**config.mk**
```make
export PLATFORM = sky130hd
export DESIGN_NAME = adc_sample_ctrl
export DESIGN_NICKNAME = d
export VERILOG_FILES = /design/src/rtl/adc_ctrl_pkg.sv /design/src/rtl/adc_sample_fifo.sv /design/src/rtl/adc_sample_ctrl.sv
export SDC_FILE = /design/constraint.sdc
export NUM_CORES = 1
export LEC_CHECK = 0
export CAP_MARGIN = 25
export CORE_ASPECT_RATIO = 0.5
export CORE_MARGIN = 1.5
export CORE_UTILIZATION = 40
export CTS_BUF_LIST = sky130_fd_sc_hd__clkbuf_16
export CTS_CLUSTER_SIZE = 24
export DETAILED_ROUTE_END_ITERATION = 16
export HOLD_SLACK_MARGIN = 0.12
export RECOVER_POWER = 50
export SLEW_MARGIN = 0
export SYNTH_ARGS = -nofsm -noshare
export SYNTH_HDL_FRONTEND = slang
export SYNTH_SLANG_ARGS = --single-unit
```
**constraint.sdc**
```tcl
create_clock -name clk -period 4.87 [get_ports clk]
set_input_delay 0.974 -clock clk [delete_from_list [all_inputs] [get_ports clk]]
set_output_delay 0.974 -clock clk [all_outputs]
set_load 0.01 [all_outputs]
```
**src/rtl/adc_ctrl_pkg.sv**
```systemverilog
`default_nettype none
// ============================================================================
// Module      : adc_ctrl_pkg
// Description : Shared definitions for the ADC sample controller: default
//               configuration values and the conversion FSM state encoding.
// Revision    : 1.0 - initial release
// ============================================================================
package adc_ctrl_pkg;

    localparam int unsigned c_DATA_W_DFLT      = 8;
    localparam int unsigned c_DEPTH_DFLT       = 8;
    localparam int unsigned c_TIMEOUT_CYC_DFLT = 64;

    // Conversion sequence: IDLE -> REQ -> WAIT -> STORE -> IDLE
    typedef enum logic [1:0] {
        ST_IDLE  = 2'd0,
        ST_REQ   = 2'd1,
        ST_WAIT  = 2'd2,
        ST_STORE = 2'd3
    } adc_state_t;

endpackage
`default_nettype wire

```
**src/rtl/adc_sample_fifo.sv**
```systemverilog
`default_nettype none
// ============================================================================
// Module      : adc_sample_fifo
// Description : Register-based sample FIFO with zero-latency head output.
//               A push into a full FIFO is accepted only when a pop happens
//               in the same cycle; otherwise it is ignored. Pops on an empty
//               FIFO are ignored. head reads 0 while empty.
// Ports       : clk, rst (async, active-low)
//               push/din  - write request and data
//               pop       - read request (advances head)
//               head      - oldest entry, combinational
//               full/empty/count - occupancy status
// Revision    : 1.0 - initial release
// ============================================================================
module adc_sample_fifo #(
    parameter int unsigned DATA_W = 8,
    parameter int unsigned DEPTH  = 8
) (
    input  logic                     clk,
    input  logic                     rst,
    input  logic                     push,
    input  logic [DATA_W-1:0]        din,
    input  logic                     pop,
    output logic [DATA_W-1:0]        head,
    output logic                     full,
    output logic                     empty,
    output logic [$clog2(DEPTH):0]   count
);

    localparam int unsigned c_AW = $clog2(DEPTH);
    localparam int unsigned c_CW = c_AW + 1;

    logic [DATA_W-1:0] r_mem [DEPTH];
    logic [c_AW-1:0]   r_wr_ptr;
    logic [c_AW-1:0]   r_rd_ptr;
    logic [c_CW-1:0]   r_count;

    logic w_do_pop;
    logic w_do_push;

    assign empty = (r_count == '0);
    assign full  = (r_count == c_CW'(DEPTH));

    // A pop frees the slot the simultaneous push needs, so full+pop+push works.
    assign w_do_pop  = pop && !empty;
    assign w_do_push = push && (!full || w_do_pop);

    always_ff @(posedge clk or negedge rst) begin
        if (!rst) begin
            r_wr_ptr <= '0;
            r_rd_ptr <= '0;
            r_count  <= '0;
        end else begin
            // Pointer widths equal log2(DEPTH), so wrap is modulo DEPTH.
            if (w_do_push) r_wr_ptr <= r_wr_ptr + c_AW'(1);
            if (w_do_pop)  r_rd_ptr <= r_rd_ptr + c_AW'(1);
            case ({w_do_push, w_do_pop})
                2'b10:   r_count <= r_count + c_CW'(1);
                2'b01:   r_count <= r_count - c_CW'(1);
                default: r_count <= r_count;
            endcase
        end
    end

    // Storage needs no reset: entries are only visible once written.
    always_ff @(posedge clk) begin
        if (w_do_push) r_mem[r_wr_ptr] <= din;
    end

    assign head  = empty ? '0 : r_mem[r_rd_ptr];
    assign count = r_count;

endmodule
`default_nettype wire

```
**src/rtl/adc_sample_ctrl.sv**
```systemverilog
`default_nettype none
// ============================================================================
// Module      : adc_sample_ctrl
// Description : Periodic ADC sampling controller. A tick timer requests a
//               conversion every max(period,1) cycles while en=1; results are
//               captured and queued in a sample FIFO. Sticky flags record
//               dropped samples, ticks lost while busy, and timeouts.
// Ports       : clk, rst (async, active-low)
//               en, period             - sampling enable and interval
//               adc_req/adc_rdy/adc_dat - ADC handshake
//               pop, sample, valid, count - FIFO consumer side
//               busy                   - conversion in progress
//               overflow/missed/timeout_err, clr_err - sticky error flags
// Config      : ADC_TIMEOUT_EN - when defined, WAIT is bounded to TIMEOUT_CYC
//               cycles; when undefined, WAIT persists and timeout_err = 0.
// Revision    : 1.0 - initial release
// ============================================================================
module adc_sample_ctrl
    import adc_ctrl_pkg::*;
#(
    parameter int unsigned DATA_W      = c_DATA_W_DFLT,
    parameter int unsigned DEPTH       = c_DEPTH_DFLT,
    parameter int unsigned TIMEOUT_CYC = c_TIMEOUT_CYC_DFLT
) (
    input  logic                     clk,
    input  logic                     rst,
    input  logic                     en,
    input  logic [15:0]              period,
    output logic                     adc_req,
    input  logic                     adc_rdy,
    input  logic [DATA_W-1:0]        adc_dat,
    input  logic                     pop,
    output logic [DATA_W-1:0]        sample,
    output logic                     valid,
    output logic [$clog2(DEPTH):0]   count,
    output logic                     busy,
    output logic                     overflow,
    output logic                     missed,
    output logic                     timeout_err,
    input  logic                     clr_err
);

    // Reject configurations the FIFO pointers and timeout counter cannot support.
    if (DEPTH < 2 || (DEPTH & (DEPTH - 1)) != 0 || TIMEOUT_CYC < 1) begin : g_cfg_bad
        $error("adc_sample_ctrl: DEPTH must be a power of 2 >= 2 and TIMEOUT_CYC >= 1");
    end

    // ------------------------------------------------------------------
    // Tick timer
    // ------------------------------------------------------------------
    logic [15:0] r_timer;
    logic [15:0] w_per_m1;
    logic        w_tick;

    assign w_per_m1 = (period == 16'd0) ? 16'd0 : (period - 16'd1);
    // >= rather than == so a period shrunk mid-count still wraps promptly.
    assign w_tick   = en && (r_timer >= w_per_m1);

    always_ff @(posedge clk or negedge rst) begin
        if (!rst) begin
            r_timer <= '0;
        end else if (!en || w_tick) begin
            r_timer <= '0;
        end else begin
            r_timer <= r_timer + 16'd1;
        end
    end

    // ------------------------------------------------------------------
    // Conversion FSM
    // ------------------------------------------------------------------
    adc_state_t        r_state;
    logic              r_req;
    logic              r_wait_first;
    logic [DATA_W-1:0] r_cap;
    logic              w_capture;
    logic              w_wait_expired;
    logic              w_timeout_evt;

    // The ADC may still show rdy from a previous conversion during the first
    // WAIT cycle, so capture is only allowed from the second cycle on.
    assign w_capture     = (r_state == ST_WAIT) && !r_wait_first && adc_rdy;
    assign w_timeout_evt = (r_state == ST_WAIT) && !w_capture && w_wait_expired;

    always_ff @(posedge clk or negedge rst) begin
        if (!rst) begin
            r_state      <= ST_IDLE;
            r_req        <= 1'b0;
            r_wait_first <= 1'b0;
            r_cap        <= '0;
        end else begin
            r_req <= 1'b0;
            case (r_state)
                ST_IDLE: begin
                    if (w_tick) begin
                        r_state <= ST_REQ;
                        r_req   <= 1'b1;
                    end
                end
                ST_REQ: begin
                    r_state      <= ST_WAIT;
                    r_wait_first <= 1'b1;
                end
                ST_WAIT: begin
                    r_wait_first <= 1'b0;
                    if (w_capture) begin
                        r_cap   <= adc_dat;
                        r_state <= ST_STORE;
                    end else if (w_timeout_evt) begin
                        r_state <= ST_IDLE;
                    end
                end
                ST_STORE: begin
                    r_state <= ST_IDLE;
                end
                default: begin
                    r_state <= ST_IDLE;
                end
            endcase
        end
    end

`ifdef ADC_TIMEOUT_EN
    // Counts WAIT cycles; value k means this is WAIT cycle k+1.
    localparam int unsigned c_TW = $clog2(TIMEOUT_CYC) + 1;
    logic [c_TW-1:0] r_wait_cnt;
    logic            r_timeout;

    assign w_wait_expired = (r_wait_cnt == c_TW'(TIMEOUT_CYC - 1));

    always_ff @(posedge clk or negedge rst) begin
        if (!rst) begin
            r_wait_cnt <= '0;
        end else if (r_state != ST_WAIT) begin
            r_wait_cnt <= '0;
        end else if (!w_wait_expired) begin
            r_wait_cnt <= r_wait_cnt + c_TW'(1);
        end
    end

    always_ff @(posedge clk or negedge rst) begin
        if (!rst) begin
            r_timeout <= 1'b0;
        end else if (w_timeout_evt) begin
            r_timeout <= 1'b1;
        end else if (clr_err) begin
            r_timeout <= 1'b0;
        end
    end

    assign timeout_err = r_timeout;
`else
    assign w_wait_expired = 1'b0;
    assign timeout_err    = 1'b0;
`endif

    // ------------------------------------------------------------------
    // Sample FIFO
    // ------------------------------------------------------------------
    logic w_push;
    logic w_full;
    logic w_empty;
    logic w_drop;

    assign w_push = (r_state == ST_STORE);
    // Sample is lost only when full and no pop frees a slot this cycle.
    assign w_drop = w_push && w_full && !(pop && !w_empty);

    adc_sample_fifo #(
        .DATA_W (DATA_W),
        .DEPTH  (DEPTH)
    ) u_fifo (
        .clk   (clk),
        .rst   (rst),
        .push  (w_push),
        .din   (r_cap),
        .pop   (pop),
        .head  (sample),
        .full  (w_full),
        .empty (w_empty),
        .count (count)
    );

    // ------------------------------------------------------------------
    // Sticky flags: a set event wins over clr_err in the same cycle
    // ------------------------------------------------------------------
    logic r_overflow;
    logic r_missed;

    always_ff @(posedge clk or negedge rst) begin
        if (!rst) begin
            r_overflow <= 1'b0;
            r_missed   <= 1'b0;
        end else begin
            if (w_drop)                             r_overflow <= 1'b1;
            else if (clr_err)                       r_overflow <= 1'b0;
            if (w_tick && (r_state != ST_IDLE))     r_missed   <= 1'b1;
            else if (clr_err)                       r_missed   <= 1'b0;
        end
    end

    assign adc_req  = r_req;
    assign busy     = (r_state != ST_IDLE);
    assign valid    = !w_empty;
    assign overflow = r_overflow;
    assign missed   = r_missed;

endmodule
`default_nettype wire

```
==> flow_metrics.py, run 1 <==
metrics = {
    "sta": {
        "hold_viol_final": 0,
        "fin_tns_setup_ns": 0,
        "hold_slack_ns": 0.4539,
        "maxSlewHeadroom_pct": -40.52,
        "fin_skew_ns": 0.005301,
        "min_period_over_period_pct": 86.21,
        "finalCriticalPeriod_ns": 4.198,
        "maxSlewViolCount": 47,
        "tightest_slew_ns": 2.108,
        "setup_viol": 0,
        "fmax_mhz": 238.2,
        "rsz0062_at_grt": "false",
    },
    "synthesis": {
        "synth_nets": 435,
        "synth_area_sq_mm": 0.005040,
        "dominantRegCellSynth": "edfxtp_1",
        "ys_ff_latch": 104,
        "yosysWarnings": 0,
        "synth_cells": 378,
        "synth-edff-count": 64,
        "ys_types": 52,
        "seq_area_frac_synth_pct": 57.99,
        "syn_area_per_cell_sq_um": 13.33,
        "async_flop_share_pct": 38.46,
    },
    "power_and_ir_drop": {
        "power.static_leakage_nw": 2.358,
        "peakVddDrop_mv": 0.1920,
        "power.density_mw_per_mm2": 501.3,
        "power_w": 0.003000,
    },
    "worst_setup_path": {
        "cp-end-kind": "flop",
        "cp_max_fo": 16,
        "critPathKind": "in2reg",
        "cp-start-kind": "primary input",
        "arrival_ns": 4.47,
        "worstPathRequired_ns": 5.14,
    },
    "final_layout": {
        "fin_util_pct": 49.66,
        "most-common-layout-cells": "edfxtp_1 (64), clkdlybuf4s50_1 (43), nand2_1 (41), nor2_1 (40), dfrtp_1 (40)",
        "seq_area_sq_mm": 0.002923,
        "drive_gt1_share_pct": 12.87,
        "fin_cells": 600,
        "final_common_cell": "edfxtp_1",
        "antenna_cells": 0,
        "multi_input_area_sq_mm": 0.002003,
        "fin_nets": 487,
        "syn_to_final_growth_pct": 18.74,
        "nFillCells": 1080,
    },
    "run": {
        "maxCapViolations": 2,
    },
    "routing": {
        "wl_per_cell_microns": 14.88,
        "drc": 0,
        "ant_nets": 0,
        "totalWireLength_microns": 8925,
        "drtIter0Drc": 188,
        "dr_total_vias": 2906,
        "firstDrtPassIters": 4,
        "routed_via_density": 4.843,
    },
    "placement": {
        "place_hpwl_microns": 5985,
        "gp_congestion": 0.7858,
        "port_buffers": 46,
        "dp_cells": 583,
    },
    "floorplanning": {
        "initial_utilization_pct": 41.82,
        "coreArea_sq_mm": 0.01205,
        "die_area_sq_mm": 0.01332,
        "ios": 48,
        "placementRows": 28,
        "die_w_microns": 161.7,
        "fp.dieH_microns": 82.37,
    },
    "global_route": {
        "grt_pass1_vias": 2840,
        "met3_usage_pct": 3.147,
        "antenna_found_initial": 0,
        "grt_max_degree": 41,
        "grt_util_met1_pct": 19.70,
        "gr-usage-all-layers_pct": 14.87,
        "grt-busiest-layer": "met2",
        "use_met2_pct": 24.51,
        "grt_pass1_wl_microns": 14640,
        "grt_overflow": 0,
    },
    "status": {
        "status": "finished, violations left",
        "violations": "max-capacitance violations, max-slew violations",
    },
    "clock_tree": {
        "cts_max_level": 3,
        "post_cts_buffers": 0,
        "cts_sinks": 104,
        "cts_tree": "yes",
        "root_buffer": "clkbuf_16",
        "hold_buffers": 0,
        "clk_pin_slew_ns": 0.07,
        "cts_buffers": 9,
        "cts.repair.resized": 0,
        "clock_latency_ns": 0.35,
        "cts.path.max_buffers": 2,
    },
    "min_path": {
        "hold_path_class": "in2async",
    },
}
==> flip-flops by register name, indices dropped and copies added, names as in the netlist <==
signal,flops
r_timer,16
overflow,1
missed,1
r_wait_first,1
u_fifo.count,4
r_cap,8
u_fifo.r_rd_ptr,3
adc_req,1
u_fifo.r_mem,64
u_fifo.r_wr_ptr,3
r_state,2
==> synthesized netlist by cell type (2+ instances only) <==
cell,n,area share (%)
a21oi_1,9,0.89
and2_1,3,0.37
and3_1,4,0.50
buf_2,4,0.40
clkbuf_1,2,0.15
dfrtp_1,40,20
edfxtp_1,64,38
ha_1,26,6.5
inv_1,13,0.97
inv_2,2,0.15
mux2_2,8,1.8
mux2i_1,9,1.8
mux4_2,16,7.2
nand2_1,41,3.1
nand2b_1,3,0.37
nand3_1,7,0.70
nand3b_1,2,0.30
nand4_1,3,0.37
nor2_1,40,3.0
nor3_1,12,1.2
nor4_1,4,0.50
o21ai_0,3,0.30
o22ai_1,2,0.25
xnor2_1,16,2.8
xor2_1,18,3.1
==> path summary, 6_finish.rpt <==
path / from / endpoint / slack, ns / cells after the start
worst max-delay path: period[11] / r_timer[10]$_DFF_PN0_ / 0.67 / 11
worst min-delay path: rst / r_wait_first$_DFFE_PN0P_ / 0.45 / 1
worst max register to register: u_fifo.count[1]$_DFFE_PN0P_ / u_fifo.count[3]$_DFFE_PN0P_ / 1.18 / 11
worst min register to register: r_wait_first$_DFFE_PN0P_ / r_wait_first$_DFFE_PN0P_ / 0.53 / 2
max in group asynchronous: rst / r_cap[4]$_DFFE_PN0P_ / 2.16 / 2
min in group clk: r_wait_first$_DFFE_PN0P_ / r_wait_first$_DFFE_PN0P_ / 0.53 / 2
==> worst max-delay path: stages <==
cell and delay, ns:
clkdlybuf4s50_1 0.48, or4_1 0.57, or3_1 0.57, nand2b_1 0.15
ha_1 0.25, nor2b_4 0.13, o211a_1 0.20, o311a_1 0.37
nor3_1 0.20, nand2_1 0.37, nor2_1 0.21
==> layout make-up <==
type	count	share of cell area, %
well taps	165	3.450
clock buffers	9	3.763
multi-input cells	250	33.47
repair buffers	50	8.028
inverters	15	0.9408
clock inverters	7	1.505
flip-flops and latches	104	48.84
==> metal layers <==
metal,wire [microns],part of all wire [%]
met5,0,0
met4,133,1.5
met3,237,2.7
met2,4081,46
met1,4473,50
==> power breakdown <==
part / internal [W] / switching [W] / total, W
logic: 0.000506 / 0.000388 / 0.000894
registers: 0.00116 / 0.000195 / 0.00136
clock network: 0.000409 / 0.000339 / 0.000749
total: 0.00208 / 0.000922 / 0.00300
==> per-stage QoR <==
stage / cell area, sq um / setup slack (ns)
2_1_floorplan: 5040 / 1.066
3_3_place_gp: 5689 / 0.3328
3_5_place_dp: 5689 / 0.2960
4_1_cts: 6005 / 0.6730
5_1_grt: 5984 / 0.2784
6_report: 5984 / 0.6717
==> logic make-up after synthesis <==
group	after synthesis	share of synthesized area, %
AO/OA/AOI/OAI	25	3.699
XOR/XNOR	34	5.909
adder cells (fa/ha/maj)	27	6.852
buffers and inverters	24	2.110
flip-flops	104	57.99
multiplexers	34	11.02
other	1	0.07441
AND/OR/NAND/NOR	129	12.34
No activity file was read; power rests on OpenSTA's default activity.
==> run 2, diff against run 1 <==
--- a/config.mk
+++ b/config.mk
@@ -12,6 +12,7 @@
 export CTS_BUF_LIST = sky130_fd_sc_hd__clkbuf_16
 export CTS_CLUSTER_SIZE = 24
 export DETAILED_ROUTE_END_ITERATION = 16
+export GPL_TIMING_DRIVEN = 0
 export HOLD_SLACK_MARGIN = 0.12
 export RECOVER_POWER = 50
 export SLEW_MARGIN = 0
==> flow_metrics.py, run 2 (same netlist as run 1, synthesis figures left out) <==
metrics = {
    "status": {
        "status": "finished, violations left",
        "violations": "max-capacitance violations, max-slew violations",
    },
    "routing": {
        "totalWireLength_microns": 9169,
        "dr_total_vias": 2996,
        "wl_met2_microns": 4406,
        "drtIter0Drc": 181,
        "routed_via_density": 4.920,
        "wl_met1_microns": 4398,
        "topRoutingLayerUsed": "met4",
        "wl_met3_microns": 272,
        "firstDrtPassIters": 4,
        "ant_nets": 0,
        "wl_per_cell_microns": 15.06,
        "drc": 0,
    },
    "placement": {
        "place_area_sq_mm": 0.005761,
        "port_buffers": 46,
        "place_hpwl_microns": 6552,
        "pre_cts_ws_ns": 0.2864,
        "gp_congestion": 0.7731,
    },
    "clock_tree": {
        "hold_buffers": 0,
        "post_cts_buffers": 0,
        "cts.repair.resized": 0,
        "root_buffer": "clkbuf_16",
        "cts_buffers": 9,
        "cts.path.max_buffers": 2,
        "clk_pin_slew_ns": 0.06,
        "cts_sinks": 104,
        "clock_latency_ns": 0.34,
        "cts_tree": "yes",
        "cts_max_level": 3,
    },
    "worst_setup_path": {
        "critPathKind": "in2reg",
        "cp-start-kind": "primary input",
        "worstPathRequired_ns": 5.10,
        "arrival_ns": 4.44,
        "worstSetupStartpoint": "period[3]",
        "cp-end-kind": "flop",
        "r2r_start": "u_fifo.count[1]$_DFFE_PN0P_",
        "cp_max_fo": 5,
    },
    "global_route": {
        "antenna_found_initial": 0,
        "grt_pass1_wl_microns": 15020,
        "grt_overflow": 0,
        "gr-usage-all-layers_pct": 15.47,
        "grt_max_degree": 28,
        "grt_pass1_vias": 2918,
    },
    "floorplanning": {
        "initial_utilization_pct": 41.82,
        "placementRows": 28,
        "fp.dieH_microns": 82.37,
        "die_w_microns": 161.7,
        "ios": 48,
        "coreArea_sq_mm": 0.01205,
        "die_area_sq_mm": 0.01332,
    },
    "final_layout": {
        "antenna_cells": 0,
        "syn_to_final_growth_pct": 19.24,
        "drive_gt1_share_pct": 13.51,
        "largest_register_ff_count": 64,
        "final_common_cell": "edfxtp_1",
        "most-common-layout-cells": "edfxtp_1 (64), clkdlybuf4s50_1 (43), nand2_1 (41), nor2_1 (40), dfrtp_1 (40)",
        "final_area_sq_mm": 0.006010,
        "largest-register": "u_fifo.r_mem",
        "reg_top3": "u_fifo.r_mem x64, r_timer x16, r_cap x8",
        "fin_nets": 496,
    },
    "run": {
        "maxCapViolations": 2,
    },
    "sta": {
        "fin_skew_ns": 0.006242,
        "min_period_over_period_pct": 86.42,
        "maxSlewViolCount": 37,
        "setup_viol": 0,
        "maxSlewHeadroom_pct": -30.62,
        "fin_tns_setup_ns": 0,
        "finalCriticalPeriod_ns": 4.209,
        "hold_viol_final": 0,
        "tightest_slew_ns": 1.941,
        "rsz0062_at_grt": "false",
        "fmax_mhz": 237.6,
        "finalWorstSetupSlack_ns": 0.6613,
    },
    "power_and_ir_drop": {
        "power.density_mw_per_mm2": 492.8,
        "peakVddDrop_mv": 0.2068,
        "power.static_leakage_nw": 2.382,
        "power_w": 0.002962,
    },
    "min_path": {
        "hold_path_class": "reg2reg",
        "hp-start": "r_wait_first$_DFFE_PN0P_",
    },
}
[run 2: report_power, final]
part           total (W)  switching [W]  internal (W)
combinational   0.000958       0.000444      0.000514
clock           0.000694       0.000300      0.000394
sequential       0.00131       0.000146       0.00116
total            0.00296       0.000891       0.00207
[run 2: routing by layer]
metal | vias to the layer above | GRT usage, %
met4 | 0 | 5.780
met2 | 48 | 26.44
met5 | - | 0
met3 | 9 | 4.096
met1 | 1448 | 19.29
li1 | 1491 | -
[run 2: critical path: stages]
cell	delay [ns]
clkdlybuf4s50_1	0.46
nor4_2	0.47
nand3_1	0.24
nor4_1	0.27
xor2_1	0.18
nand2_1	0.07
ha_1	0.29
nand2_1	0.07
nor4_1	0.42
o311a_1	0.32
o31ai_4	0.09
a22oi_2	0.24
mux2_4	0.32
[run 2: per-stage QoR]
stage	utilization, %	hold slack [ns]	std cells
after floorplan	-	0.4800	378
after global placement	47.35	0.5176	589
after detailed placement	47.80	0.5242	593
after CTS	50.20	0.5322	609
after global routing	49.86	0.5449	609
final	49.86	0.5278	609
[run 2: worst paths after layout]
kind	end	slack, ns	cells past startpoint
min in group asynchronous	u_fifo.count[0]$_DFFE_PN0P_	0.71	1
worst min register to register	r_wait_first$_DFFE_PN0P_	0.53	2
worst max register to register	u_fifo.count[3]$_DFFE_PN0P_	1.14	11
worst min-delay path	r_wait_first$_DFFE_PN0P_	0.53	2
worst max-delay path	r_state[1]$_DFFE_PN0P_	0.66	13
max in group asynchronous	r_cap[1]$_DFFE_PN0P_	2.30	2
[run 2: final cells by class]
| type | instances | area, sq um |
|---|---|---|
| fillers | 1109 | 6042 |
| flip-flops and latches | 104 | 2923 |
| multi-input cells | 250 | 2004 |
| repair buffers | 50 | 480.5 |
| clock buffers | 9 | 225.2 |
| well taps | 165 | 206.4 |
| clock inverters | 7 | 63.81 |
| inverters | 15 | 56.30 |
| plain buffers | 9 | 50.05 |
==> run 3, diff against run 2 <==
--- a/config.mk
+++ b/config.mk
@@ -8,12 +8,13 @@
 export CAP_MARGIN = 25
 export CORE_ASPECT_RATIO = 0.5
 export CORE_MARGIN = 1.5
-export CORE_UTILIZATION = 40
+export CORE_UTILIZATION = 62
 export CTS_BUF_LIST = sky130_fd_sc_hd__clkbuf_16
 export CTS_CLUSTER_SIZE = 24
 export DETAILED_ROUTE_END_ITERATION = 16
 export GPL_TIMING_DRIVEN = 0
 export HOLD_SLACK_MARGIN = 0.12
+export PLACE_DENSITY = 0.85
 export RECOVER_POWER = 50
 export SLEW_MARGIN = 0
 export SYNTH_ARGS = -nofsm -noshare
==> flow_metrics.py, run 3 (same netlist as run 1, synthesis figures left out) <==
metrics = {
    "power_and_ir_drop": {
        "swShare_pct": 32.00,
        "pwr-share-clk_pct": 24.0,
        "power.density_mw_per_mm2": 516.3,
        "intPower_w": 0.002088,
        "peakVddDrop_mv": 0.2881,
        "switching_power_w": 0.0009826,
        "p_seq_share_pct": 43.3,
        "power_w": 0.003070,
        "pwr-share-comb_pct": 32.7,
        "power.static_leakage_nw": 2.397,
    },
    "floorplanning": {
        "die_w_microns": 130.5,
        "die_area_sq_mm": 0.008712,
        "initial_utilization_pct": 66.34,
        "placementRows": 22,
        "fp.dieH_microns": 66.76,
        "coreArea_sq_mm": 0.007597,
        "ios": 48,
    },
    "sta": {
        "finalCriticalPeriod_ns": 4.235,
        "fin_tns_setup_ns": 0,
        "min_period_over_period_pct": 86.95,
        "fin_skew_ns": 0.008045,
        "maxSlewHeadroom_pct": -44.80,
        "maxSlewViolCount": 51,
        "fmax_mhz": 236.2,
        "rsz0062_at_grt": "false",
        "setup_viol": 0,
        "hold_viol_final": 0,
        "tightest_slew_ns": 2.152,
    },
    "routing": {
        "totalWireLength_microns": 10680,
        "drtIter0Drc": 222,
        "wl_per_cell_microns": 19.31,
        "routed_via_density": 5.904,
        "firstDrtPassIters": 5,
        "dr_total_vias": 3265,
        "drc": 0,
        "ant_nets": 0,
    },
    "worst_setup_path": {
        "worstSetupStartpoint": "period[11]",
        "crit_end": "r_state[1]$_DFFE_PN0P_",
        "arrival_ns": 4.47,
        "worstPathRequired_ns": 5.11,
        "r2r_start": "u_fifo.count[1]$_DFFE_PN0P_",
        "rrSetupSlack_ns": 0.82,
        "cp-start-kind": "primary input",
        "cp_max_fo": 10,
        "rr_worst_depth": 11,
        "cp-end-kind": "flop",
        "critPathKind": "in2reg",
        "r2r-end": "u_fifo.count[3]$_DFFE_PN0P_",
    },
    "global_route": {
        "gr-usage-all-layers_pct": 27.87,
        "grt_max_degree": 41,
        "grt_pass1_wl_microns": 17430,
        "grt_pass1_vias": 3417,
        "antenna_found_initial": 0,
        "grt_overflow": 0,
    },
    "final_layout": {
        "syn_to_final_growth_pct": 18.00,
        "largest_register_ff_count": 64,
        "antenna_cells": 0,
        "most-common-layout-cells": "edfxtp_1 (64), clkdlybuf4s50_1 (43), nand2_1 (41), nor2_1 (40), dfrtp_1 (40)",
        "fin_nets": 497,
        "final_common_cell": "edfxtp_1",
        "reg_top3": "u_fifo.r_mem x64, r_timer x16, r_cap x8",
        "largest-register": "u_fifo.r_mem",
        "drive_gt1_share_pct": 13.71,
    },
    "clock_tree": {
        "cts_max_level": 3,
        "clk_pin_slew_ns": 0.07,
        "clock_latency_ns": 0.35,
        "cts.path.max_buffers": 2,
        "hold_buffers": 0,
        "cts_sinks": 104,
        "cts.repair.resized": 0,
        "root_buffer": "clkbuf_16",
        "cts_tree": "yes",
        "cts_buffers": 9,
        "post_cts_buffers": 0,
    },
    "placement": {
        "gp_congestion": 0.8061,
        "place_hpwl_microns": 7482,
        "port_buffers": 46,
    },
    "run": {
        "maxCapViolations": 2,
    },
    "min_path": {
        "hold_path_class": "reg2reg",
    },
    "status": {
        "status": "finished, violations left",
        "violations": "max-capacitance violations, max-slew violations",
    },
}
run 3: cell types whose count changed in the layout (fill, tap and decap cells not counted), sizes merged:
cell      before  now
clkinvlp       1    0
inv           16   18
clkinv         4    3
clkbuf        13   12
buf           10   12
run 3: worst max-delay path: stages:
cell and delay [ns]:
clkdlybuf4s50_1 0.47, or4_1 0.58, or3_1 0.36, buf_2 0.17, buf_2 0.18, nand2_1 0.09, ha_1 0.14, nand2_1 0.08
nor4_1 0.44, o311a_1 0.32, o31ai_4 0.10, a22oi_2 0.25, mux2_4 0.33
run 3: worst min-delay path by stage:
stage,start,slack (ns),depth (start not counted),to
after floorplan,r_timer[0]$_DFF_PN0_,0.48,1,r_timer[0]$_DFF_PN0_
after global placement,r_state[0]$_DFFE_PN0P_,0.51,1,r_state[0]$_DFFE_PN0P_
after detailed placement,r_state[0]$_DFFE_PN0P_,0.52,1,r_state[0]$_DFFE_PN0P_
after CTS,r_state[0]$_DFFE_PN0P_,0.53,1,r_state[0]$_DFFE_PN0P_
after global routing,r_state[0]$_DFFE_PN0P_,0.56,1,r_state[0]$_DFFE_PN0P_
final,r_state[0]$_DFFE_PN0P_,0.53,1,r_state[0]$_DFFE_PN0P_
run 3: power by group through the flow:
| stage | combinational [W] | sequential [W] | clock [W] |
|---|---|---|---|
| CTS | 0.00102 | 0.00133 | 0.000735 |
| global route | 0.00109 | 0.00135 | 0.000772 |
| global placement | 0.000934 | 0.00131 | 0 |
| floorplan | 0.000638 | 0.00130 | 0 |
| detailed placement | 0.000998 | 0.00135 | 0 |
| finish | 0.00100 | 0.00133 | 0.000735 |
run 3: layer usage:
layer	GRT usage, %	vias to the layer above	share of wire, %
met2	51.45	135	53
met4	10.58	0	3.6
met3	6.426	35	4.7
met5	0	-	0
li1	-	1488	-
met1	32.09	1607	38
run 3: layout make-up:
class / instances / area (sq um)
inverters: 15 / 56.30
flip-flops and latches: 104 / 2923
multi-input cells: 250 / 1994
clock inverters: 7 / 76.32
well taps: 108 / 135.1
plain buffers: 9 / 50.05
fillers: 447 / 1650
clock buffers: 9 / 225.2
repair buffers: 51 / 486.7
run 3: per-stage QoR:
stage          instances  util [%]  hold slack (ns)  cell area, sq um  setup WS, ns
2_1_floorplan        378         -           0.4800              5040         1.066
3_3_place_gp         532     74.18           0.5067              5635        0.4072
3_5_place_dp         537     74.62           0.5156              5669        0.2802
4_1_cts              553     78.59           0.5310              5971        0.6178
5_1_grt              553     78.28           0.5611              5947        0.3630
6_report             553     78.28           0.5303              5947        0.6355
